## src/rtl/rvfi_feeder_pkg.sv

```systemverilog
// Shared types for the RVFI-to-ISS feeder: the FIFO entry layout and the replay FSM states.
package rvfi_feeder_pkg;

  localparam int unsigned RVFI_XLEN = 32;

  typedef struct packed {
    logic [63:0]          order;
    logic [RVFI_XLEN-1:0] pc;
    logic [31:0]          insn;
    logic                 trap;
    logic                 intr;
    logic [31:0]          irq;
  } rvfi_entry_t;

  localparam int unsigned ENTRY_W = $bits(rvfi_entry_t);

  typedef enum logic [1:0] {
    IDLE = 2'd0,
    INTR = 2'd1,
    STEP = 2'd2
  } feeder_state_e;

endpackage

```

## src/rtl/rvfi_iss_feeder_if.sv

```systemverilog
// Retirement capture and ISS request/handshake signals; master is the feeder, slave is core+ISS.
interface rvfi_iss_feeder_if
  import rvfi_feeder_pkg::*;
#(
  parameter int unsigned XLEN = RVFI_XLEN
);

  logic            rvfi_valid_i;
  logic [63:0]     rvfi_order_i;
  logic [XLEN-1:0] rvfi_pc_i;
  logic [31:0]     rvfi_insn_i;
  logic            rvfi_trap_i;
  logic            rvfi_intr_i;
  logic [31:0]     rvfi_irq_i;

  logic            intr_valid_o;
  logic            intr_ready_i;
  logic [31:0]     intr_irq_o;

  logic            step_valid_o;
  logic            step_ready_i;
  logic [63:0]     step_order_o;
  logic [XLEN-1:0] step_pc_o;
  logic [31:0]     step_insn_o;
  logic            step_trap_o;

  modport master (
    input  rvfi_valid_i, rvfi_order_i, rvfi_pc_i, rvfi_insn_i,
    input  rvfi_trap_i, rvfi_intr_i, rvfi_irq_i,
    input  intr_ready_i, step_ready_i,
    output intr_valid_o, intr_irq_o,
    output step_valid_o, step_order_o, step_pc_o, step_insn_o, step_trap_o
  );

  modport slave (
    output rvfi_valid_i, rvfi_order_i, rvfi_pc_i, rvfi_insn_i,
    output rvfi_trap_i, rvfi_intr_i, rvfi_irq_i,
    output intr_ready_i, step_ready_i,
    input  intr_valid_o, intr_irq_o,
    input  step_valid_o, step_order_o, step_pc_o, step_insn_o, step_trap_o
  );

endinterface

```

## src/rtl/rvfi_feeder_fifo.sv

```systemverilog
// Generic synchronous FIFO of packed entries; head and the entry behind it come straight from storage.
module rvfi_feeder_fifo #(
  parameter int unsigned WIDTH = 8,
  parameter int unsigned DEPTH = 8
) (
  input  logic                     clk_i,
  input  logic                     rst_i,
  input  logic                     push_i,
  input  logic [WIDTH-1:0]         push_data_i,
  input  logic                     pop_i,
  output logic [WIDTH-1:0]         head_o,
  output logic [WIDTH-1:0]         next_o,
  output logic                     full_o,
  output logic                     empty_o,
  output logic [$clog2(DEPTH):0]   count_o
);

  localparam int unsigned AW = $clog2(DEPTH);

  logic [AW:0]      wr_ptr_q, wr_ptr_d;
  logic [AW:0]      rd_ptr_q, rd_ptr_d;
  logic [AW:0]      count_q, count_d;
  logic [WIDTH-1:0] mem_q [DEPTH];
  logic [WIDTH-1:0] mem_d [DEPTH];
  logic [AW-1:0]    rd_idx, rd_next_idx, wr_idx;
  logic             do_push, do_pop;

  assign wr_idx      = wr_ptr_q[AW-1:0];
  assign rd_idx      = rd_ptr_q[AW-1:0];
  assign rd_next_idx = rd_idx + 1'b1;

  // Same index with differing wrap bits means the write pointer has lapped the read pointer.
  assign empty_o = (wr_ptr_q == rd_ptr_q);
  assign full_o  = (wr_ptr_q[AW] != rd_ptr_q[AW]) && (wr_idx == rd_idx);

  assign do_pop  = pop_i && !empty_o;
  assign do_push = push_i && (!full_o || do_pop);

  assign head_o  = mem_q[rd_idx];
  assign next_o  = mem_q[rd_next_idx];
  assign count_o = count_q;

  always_comb begin
    wr_ptr_d = wr_ptr_q;
    rd_ptr_d = rd_ptr_q;
    mem_d    = mem_q;
    if (do_push) begin
      mem_d[wr_idx] = push_data_i;
      wr_ptr_d      = wr_ptr_q + 1'b1;
    end
    if (do_pop) begin
      rd_ptr_d = rd_ptr_q + 1'b1;
    end
    count_d = count_q + {{AW{1'b0}}, do_push} - {{AW{1'b0}}, do_pop};
  end

  always_ff @(posedge clk_i) begin
    if (rst_i) begin
      wr_ptr_q <= '0;
      rd_ptr_q <= '0;
      count_q  <= '0;
    end else begin
      wr_ptr_q <= wr_ptr_d;
      rd_ptr_q <= rd_ptr_d;
      count_q  <= count_d;
    end
  end

  always_ff @(posedge clk_i) begin
    mem_q <= mem_d;
  end

endmodule

```

## src/rtl/rvfi_iss_feeder.sv

```systemverilog
// Buffers RVFI retirements and replays them to the ISS as optional intr request followed by a step.
module rvfi_iss_feeder
  import rvfi_feeder_pkg::*;
#(
  parameter int unsigned XLEN  = RVFI_XLEN,
  parameter int unsigned DEPTH = 8
) (
  input  logic                   clk_i,
  input  logic                   rst_i,
  rvfi_iss_feeder_if.master      bus,
  output logic [$clog2(DEPTH):0] count_o,
  output logic                   overflow_o,
  output logic                   order_err_o
);

  localparam int unsigned CW = $clog2(DEPTH) + 1;

  feeder_state_e state_q, state_d;
  logic          overflow_q, overflow_d;
  logic          order_err_q, order_err_d;
  logic          seen_q, seen_d;
  logic [63:0]   expected_q, expected_d;

  rvfi_entry_t          push_entry, head, next_entry;
  logic [ENTRY_W-1:0]   head_bits, next_bits;
  logic                 fifo_full, fifo_empty, pop, push_ok;
  logic [CW-1:0]        fifo_count;
  logic                 nh_avail, nh_intr;
  logic                 unused_next_fields;

  always_comb begin
    push_entry.order = bus.rvfi_order_i;
    push_entry.pc    = bus.rvfi_pc_i[XLEN-1:0];
    push_entry.insn  = bus.rvfi_insn_i;
    push_entry.trap  = bus.rvfi_trap_i;
    push_entry.intr  = bus.rvfi_intr_i;
    push_entry.irq   = bus.rvfi_irq_i;
  end

  assign pop     = (state_q == STEP) && bus.step_ready_i;
  assign push_ok = bus.rvfi_valid_i && (!fifo_full || pop);

  rvfi_feeder_fifo #(
    .WIDTH (ENTRY_W),
    .DEPTH (DEPTH)
  ) u_fifo (
    .clk_i       (clk_i),
    .rst_i       (rst_i),
    .push_i      (bus.rvfi_valid_i),
    .push_data_i (push_entry),
    .pop_i       (pop),
    .head_o      (head_bits),
    .next_o      (next_bits),
    .full_o      (fifo_full),
    .empty_o     (fifo_empty),
    .count_o     (fifo_count)
  );

  assign head       = head_bits;
  assign next_entry = next_bits;
  assign unused_next_fields = ^{next_entry.order, next_entry.pc, next_entry.insn,
                                next_entry.trap, next_entry.irq};

  // Look ahead to whichever entry will be at the head next cycle, including one being
  // pushed into an otherwise drained FIFO, so back-to-back steps need no idle bubble.
  always_comb begin
    nh_avail = pop ? (fifo_count > CW'(1)) : !fifo_empty;
    nh_intr  = pop ? next_entry.intr : head.intr;
    if (!nh_avail) begin
      nh_avail = push_ok;
      nh_intr  = bus.rvfi_intr_i;
    end
  end

  always_comb begin
    state_d = state_q;
    unique case (state_q)
      IDLE: if (nh_avail) state_d = nh_intr ? INTR : STEP;
      INTR: if (bus.intr_ready_i) state_d = STEP;
      STEP: if (pop) state_d = nh_avail ? (nh_intr ? INTR : STEP) : IDLE;
      default: state_d = IDLE;
    endcase
  end

  always_comb begin
    overflow_d  = overflow_q | (bus.rvfi_valid_i && !push_ok);
    order_err_d = order_err_q;
    seen_d      = seen_q;
    expected_d  = expected_q;
    if (push_ok) begin
      if (seen_q && (bus.rvfi_order_i != expected_q)) begin
        order_err_d = 1'b1;
      end
      seen_d     = 1'b1;
      expected_d = bus.rvfi_order_i + 64'd1;
    end
  end

  always_ff @(posedge clk_i) begin
    if (rst_i) begin
      state_q     <= IDLE;
      overflow_q  <= 1'b0;
      order_err_q <= 1'b0;
      seen_q      <= 1'b0;
      expected_q  <= '0;
    end else begin
      state_q     <= state_d;
      overflow_q  <= overflow_d;
      order_err_q <= order_err_d;
      seen_q      <= seen_d;
      expected_q  <= expected_d;
    end
  end

  // Payloads are gated by state so idle outputs read zero regardless of stale storage.
  always_comb begin
    bus.intr_valid_o = 1'b0;
    bus.intr_irq_o   = '0;
    bus.step_valid_o = 1'b0;
    bus.step_order_o = '0;
    bus.step_pc_o    = '0;
    bus.step_insn_o  = '0;
    bus.step_trap_o  = 1'b0;
    unique case (state_q)
      INTR: begin
        bus.intr_valid_o = 1'b1;
        bus.intr_irq_o   = head.irq;
      end
      STEP: begin
        bus.step_valid_o = 1'b1;
        bus.step_order_o = head.order;
        bus.step_pc_o    = head.pc;
        bus.step_insn_o  = head.insn;
        bus.step_trap_o  = head.trap;
      end
      default: ;
    endcase
  end

  assign count_o     = fifo_count;
  assign overflow_o  = overflow_q;
  assign order_err_o = order_err_q;

endmodule

```

## src/flat_wrapper.sv

```systemverilog
// flat-port wrapper written by rule: the top's interface ports become plain ports
module rvfi_iss_feeder_flat import rvfi_feeder_pkg::*;
#(
  parameter int unsigned XLEN  = RVFI_XLEN,
  parameter int unsigned DEPTH = 8
)
  (clk_i, rst_i, count_o, overflow_o, order_err_o, bus_rvfi_valid_i, bus_rvfi_order_i, bus_rvfi_pc_i, bus_rvfi_insn_i, bus_rvfi_trap_i, bus_rvfi_intr_i, bus_rvfi_irq_i, bus_intr_ready_i, bus_step_ready_i, bus_intr_valid_o, bus_intr_irq_o, bus_step_valid_o, bus_step_order_o, bus_step_pc_o, bus_step_insn_o, bus_step_trap_o);
  rvfi_iss_feeder_if #(.XLEN(XLEN)) bus_i ();
  input  logic clk_i;
  input  logic rst_i;
  output logic [$clog2(DEPTH):0] count_o;
  output logic overflow_o;
  output logic order_err_o;
  input wire logic [$bits(bus_i.rvfi_valid_i)-1:0] bus_rvfi_valid_i;
  input wire logic [$bits(bus_i.rvfi_order_i)-1:0] bus_rvfi_order_i;
  input wire logic [$bits(bus_i.rvfi_pc_i)-1:0] bus_rvfi_pc_i;
  input wire logic [$bits(bus_i.rvfi_insn_i)-1:0] bus_rvfi_insn_i;
  input wire logic [$bits(bus_i.rvfi_trap_i)-1:0] bus_rvfi_trap_i;
  input wire logic [$bits(bus_i.rvfi_intr_i)-1:0] bus_rvfi_intr_i;
  input wire logic [$bits(bus_i.rvfi_irq_i)-1:0] bus_rvfi_irq_i;
  input wire logic [$bits(bus_i.intr_ready_i)-1:0] bus_intr_ready_i;
  input wire logic [$bits(bus_i.step_ready_i)-1:0] bus_step_ready_i;
  output wire logic [$bits(bus_i.intr_valid_o)-1:0] bus_intr_valid_o;
  output wire logic [$bits(bus_i.intr_irq_o)-1:0] bus_intr_irq_o;
  output wire logic [$bits(bus_i.step_valid_o)-1:0] bus_step_valid_o;
  output wire logic [$bits(bus_i.step_order_o)-1:0] bus_step_order_o;
  output wire logic [$bits(bus_i.step_pc_o)-1:0] bus_step_pc_o;
  output wire logic [$bits(bus_i.step_insn_o)-1:0] bus_step_insn_o;
  output wire logic [$bits(bus_i.step_trap_o)-1:0] bus_step_trap_o;
  assign bus_i.rvfi_valid_i = bus_rvfi_valid_i;
  assign bus_i.rvfi_order_i = bus_rvfi_order_i;
  assign bus_i.rvfi_pc_i = bus_rvfi_pc_i;
  assign bus_i.rvfi_insn_i = bus_rvfi_insn_i;
  assign bus_i.rvfi_trap_i = bus_rvfi_trap_i;
  assign bus_i.rvfi_intr_i = bus_rvfi_intr_i;
  assign bus_i.rvfi_irq_i = bus_rvfi_irq_i;
  assign bus_i.intr_ready_i = bus_intr_ready_i;
  assign bus_i.step_ready_i = bus_step_ready_i;
  assign bus_intr_valid_o = bus_i.intr_valid_o;
  assign bus_intr_irq_o = bus_i.intr_irq_o;
  assign bus_step_valid_o = bus_i.step_valid_o;
  assign bus_step_order_o = bus_i.step_order_o;
  assign bus_step_pc_o = bus_i.step_pc_o;
  assign bus_step_insn_o = bus_i.step_insn_o;
  assign bus_step_trap_o = bus_i.step_trap_o;
  rvfi_iss_feeder #(.XLEN(XLEN), .DEPTH(DEPTH)) u_core (.clk_i(clk_i), .rst_i(rst_i), .bus(bus_i), .count_o(count_o), .overflow_o(overflow_o), .order_err_o(order_err_o));
endmodule
```

## config.mk

```make
export PLATFORM = sky130hd
export DESIGN_NAME = rvfi_iss_feeder_flat
export DESIGN_NICKNAME = d
export VERILOG_FILES = /design/src/rtl/rvfi_feeder_pkg.sv /design/src/rtl/rvfi_iss_feeder_if.sv /design/src/rtl/rvfi_feeder_fifo.sv /design/src/rtl/rvfi_iss_feeder.sv /design/src/flat_wrapper.sv
export SDC_FILE = /design/constraint.sdc
export NUM_CORES = 1
export LEC_CHECK = 0
export ABC_AREA = 1
export CAP_MARGIN = 20
export CORE_ASPECT_RATIO = 1.1
export CORE_UTILIZATION = 40
export DETAILED_ROUTE_END_ITERATION = 12
export SYNTH_ARGS = -nofsm -noshare
export SYNTH_HDL_FRONTEND = slang
export SYNTH_SLANG_ARGS = --single-unit
```

## constraint.sdc

```tcl
create_clock -name clk_i -period 22.9 [get_ports clk_i]
set_clock_uncertainty 0.2 [all_clocks]
set_input_delay 4.58 -clock clk_i [delete_from_list [all_inputs] [get_ports clk_i]]
set_output_delay 4.58 -clock clk_i [all_outputs]
set_load 0.01 [all_outputs]
```

==> impl_results.md <==
- Status: completed
- Final setup violation count: 0
- EDFF count, synth: 1,296
- Number of global-route vias before repair: 36,300
- Synth top area share: 69.1%
- Nets: 5,098
- Leakage power: 21.6 nW
- Yosys cell types: 44
- I/O Pins: 336
- Ys async rst share: 0%
- H-tree levels: 4
- CTS sink cnt: 1,377
- Drt wl/cell: 21.9 microns
- Vias per cell: 5.39
- Final ANT Viol Nets: 0
- Post-cts sizing count: 0
- Setup TNS: 0 ps
- Final wirelength: 150,000 microns
- Most area-consuming cells after synthesis: edfxtp_1, nor2_1, o21ai_0, dfxtp_1, a31oi_1
- Area of the core: 0.140 sq mm
- Total CTS buffers: 145
- Hold Path Class: register to register
- First-pass GRT wire length: 225,000 microns
- # rows: 144
- Global-route congestion overflow total: 0
- Die Width: 360 microns
- Final min period: 9870 ps
- Crit share post-route: 43.1%
- Clock Latency Late Sink: 770 ps
- Ys Warns: 0
- Area after DPL: 0.0612 sq mm
- Maximum vdd drop: 0.0799 mV
- Pins Over Slew Limit: 0
- Drc violations: 0
- Synth Instances: 4,676
- Unrepaired setup endpoints after global routing: no
- Final Cell Area: 0.0657 sq mm
- Register area share after synthesis: 71.9%
- Largest net degree at the start of global routing: 205
- Total power: 6.10 mW
- RePlAce Congestion: 0.930
- Ys flop type: edfxtp_1
- Drt initial violations: 3,011
- Least-Margin Pin Slew: 1380 ps
- Crit path max fanout: 167
- Commonest non-fill, non-tap cell in the layout: edfxtp_1
- Area leader, netlist: edfxtp_1
- Clock-pin slew on the worst setup and hold paths: 60 ps
- Req. time, crit path: 18,120 ps
- HPWL Detailed: 81,100 microns
- Setup CP Type: register to output pin
- # Post-CTS Setup Buffers: 0
- Max-cap violations: 0
- Via count: 37,000
- Most frequent cells in the layout: edfxtp_1, nor2_1, o21ai_0
- Synth Net Count: 4,852
- Final core utilization: 46.9%
- Die height: 396 microns
- Die ar.: 0.142 sq mm
- CP max stage cell: buf_4
- Clk buf depth: 3
- CP Capture Type: output pin
- Synthesized flop and latch total: 1,377
- Crit start category: register
- Hold-fix buffers at CTS: 0
- Synth Area per Inst: 12.1 sq um
- Initial Utilization: 40.3%
- Worst-path cell chain: inv_8 -> buf_4 -> buf_4 -> o21ai_0 -> o22ai_1 -> o21ai_0 -> a31oi_1 -> clkdlybuf4s50_1
- Initial antenna violation count: 18
- Gr usage total: 20.8%
- Crit path arrival time: 5090 ps
- Area grow syn2layout: 16.6%
- Share of layout cells above drive strength 1: 6.83%
- Drt pass-1 iters: 6
- Cell Area, Synth: 0.0564 sq mm
- Power per standard cell area: 92.9 mW/mm^2
- Max Clk Rate: 0.101 GHz
- Rel. slew slack: 7.79%
- CTS root buf: clkbuf_16
- Final Hold Vio Count: 0
- Buffers on Ports: 335
- Slowest cell delay on critical path: 870 ps
- CTS tree: built
-- layout make-up --
type                    instances  area, sq um
diodes                         12         30.0
clock inverters                68          641
flip-flops and latches       1377        40500
clock buffers                 182         3860
well taps                    1825         2280
repair buffers                393         3830
inverters                     130          514
multi-input cells            2875        14000
fillers                     12300        74300
-- state kept, by name (all words and copies together), names as in the netlist --
register and flops:
u_core.overflow_o 1, u_core.u_fifo.count_o 4, u_core.expected_q 64, u_core.state_q 2, u_core.u_fifo.mem_q 1296, u_core.u_fifo.wr_ptr_q 4
u_core.seen_q 1, u_core.order_err_o 1, u_core.u_fifo.rd_ptr_q 4
-- critical path, delay by kind of cell, from the launching register on --
kind	cells	cell delay, ps
AO/OA/AOI/OAI	4	780
buffers and inverters	4	2680
flip-flops	1	470
-- per-layer routing --
| layer | wire (microns) | track usage (%) | vias to the layer above |
|---|---|---|---|
| met4 | 4270 | 7.49 | 12 |
| met2 | 75400 | 35.8 | 1001 |
| met1 | 63100 | 26.2 | 18300 |
| met5 | 68 | 0 | - |
| met3 | 7410 | 3.45 | 245 |
| li1 | - | - | 17400 |
-- final timing paths --
kind / depth (start not counted) / startpoint / end / slack, ps
setup reg to reg: 12 / u_core.u_fifo.rd_ptr_q[0] / u_core.u_fifo.mem_q[1175] / 15730
setup / recovery: 8 / u_core.u_fifo.rd_ptr_q[0] / bus_step_pc_o[21] / 13030
hold / removal: 2 / u_core.seen_q / u_core.seen_q / 260
hold reg to reg: 2 / u_core.seen_q / u_core.seen_q / 260
-- cell families (layout without fill, tap and decap cells) --
group | Yosys count | in the layout | share of synthesized area [%]
DFF | 1377 | 1377 | 71.9
xor gates and xnor gates | 90 | 90 | 1.40
buffers and inverters | 424 | 773 | 3.36
AOI/OAI and AO/OA | 1228 | 1228 | 11.9
adders and majority gates | 9 | 9 | 0.213
other | 0 | 12 | 0
and+or+nand+nor | 1548 | 1548 | 11.2
-- cell usage after synthesis, types with 25 or more instances --
master / number
o21ai_0: 789
clkbuf_1: 186
xnor2_1: 55
dfxtp_1: 81
nor2_1: 1149
inv_1: 119
nand4_1: 33
a21oi_1: 26
a31oi_1: 166
nand3_1: 74
o21ai_1: 61
nor3_1: 25
buf_4: 56
buf_2: 44
xor2_1: 35
o22ai_1: 161
edfxtp_1: 1296
nand2_1: 205
-- where the power goes --
group | internal (mW) | switching [mW] | total [mW]
Clock | 1.29 | 0.968 | 2.26
Combinational | 0.355 | 0.639 | 0.995
Sequential | 2.82 | 0.0279 | 2.85
Total | 4.47 | 1.64 | 6.10
-- stage by stage --
stage / setup slack [ps] / cells / hold slack (ps)
4_1_cts: 12890 / 6850 / 267
3_3_place_gp: 12930 / 6599 / 248
3_5_place_dp: 12810 / 6600 / 258
2_1_floorplan: 5440 / 4676 / 236
6_report: 13030 / 6862 / 264
5_1_grt: 12630 / 6860 / 308
Note: power is estimated with default switching activity, not from simulation.
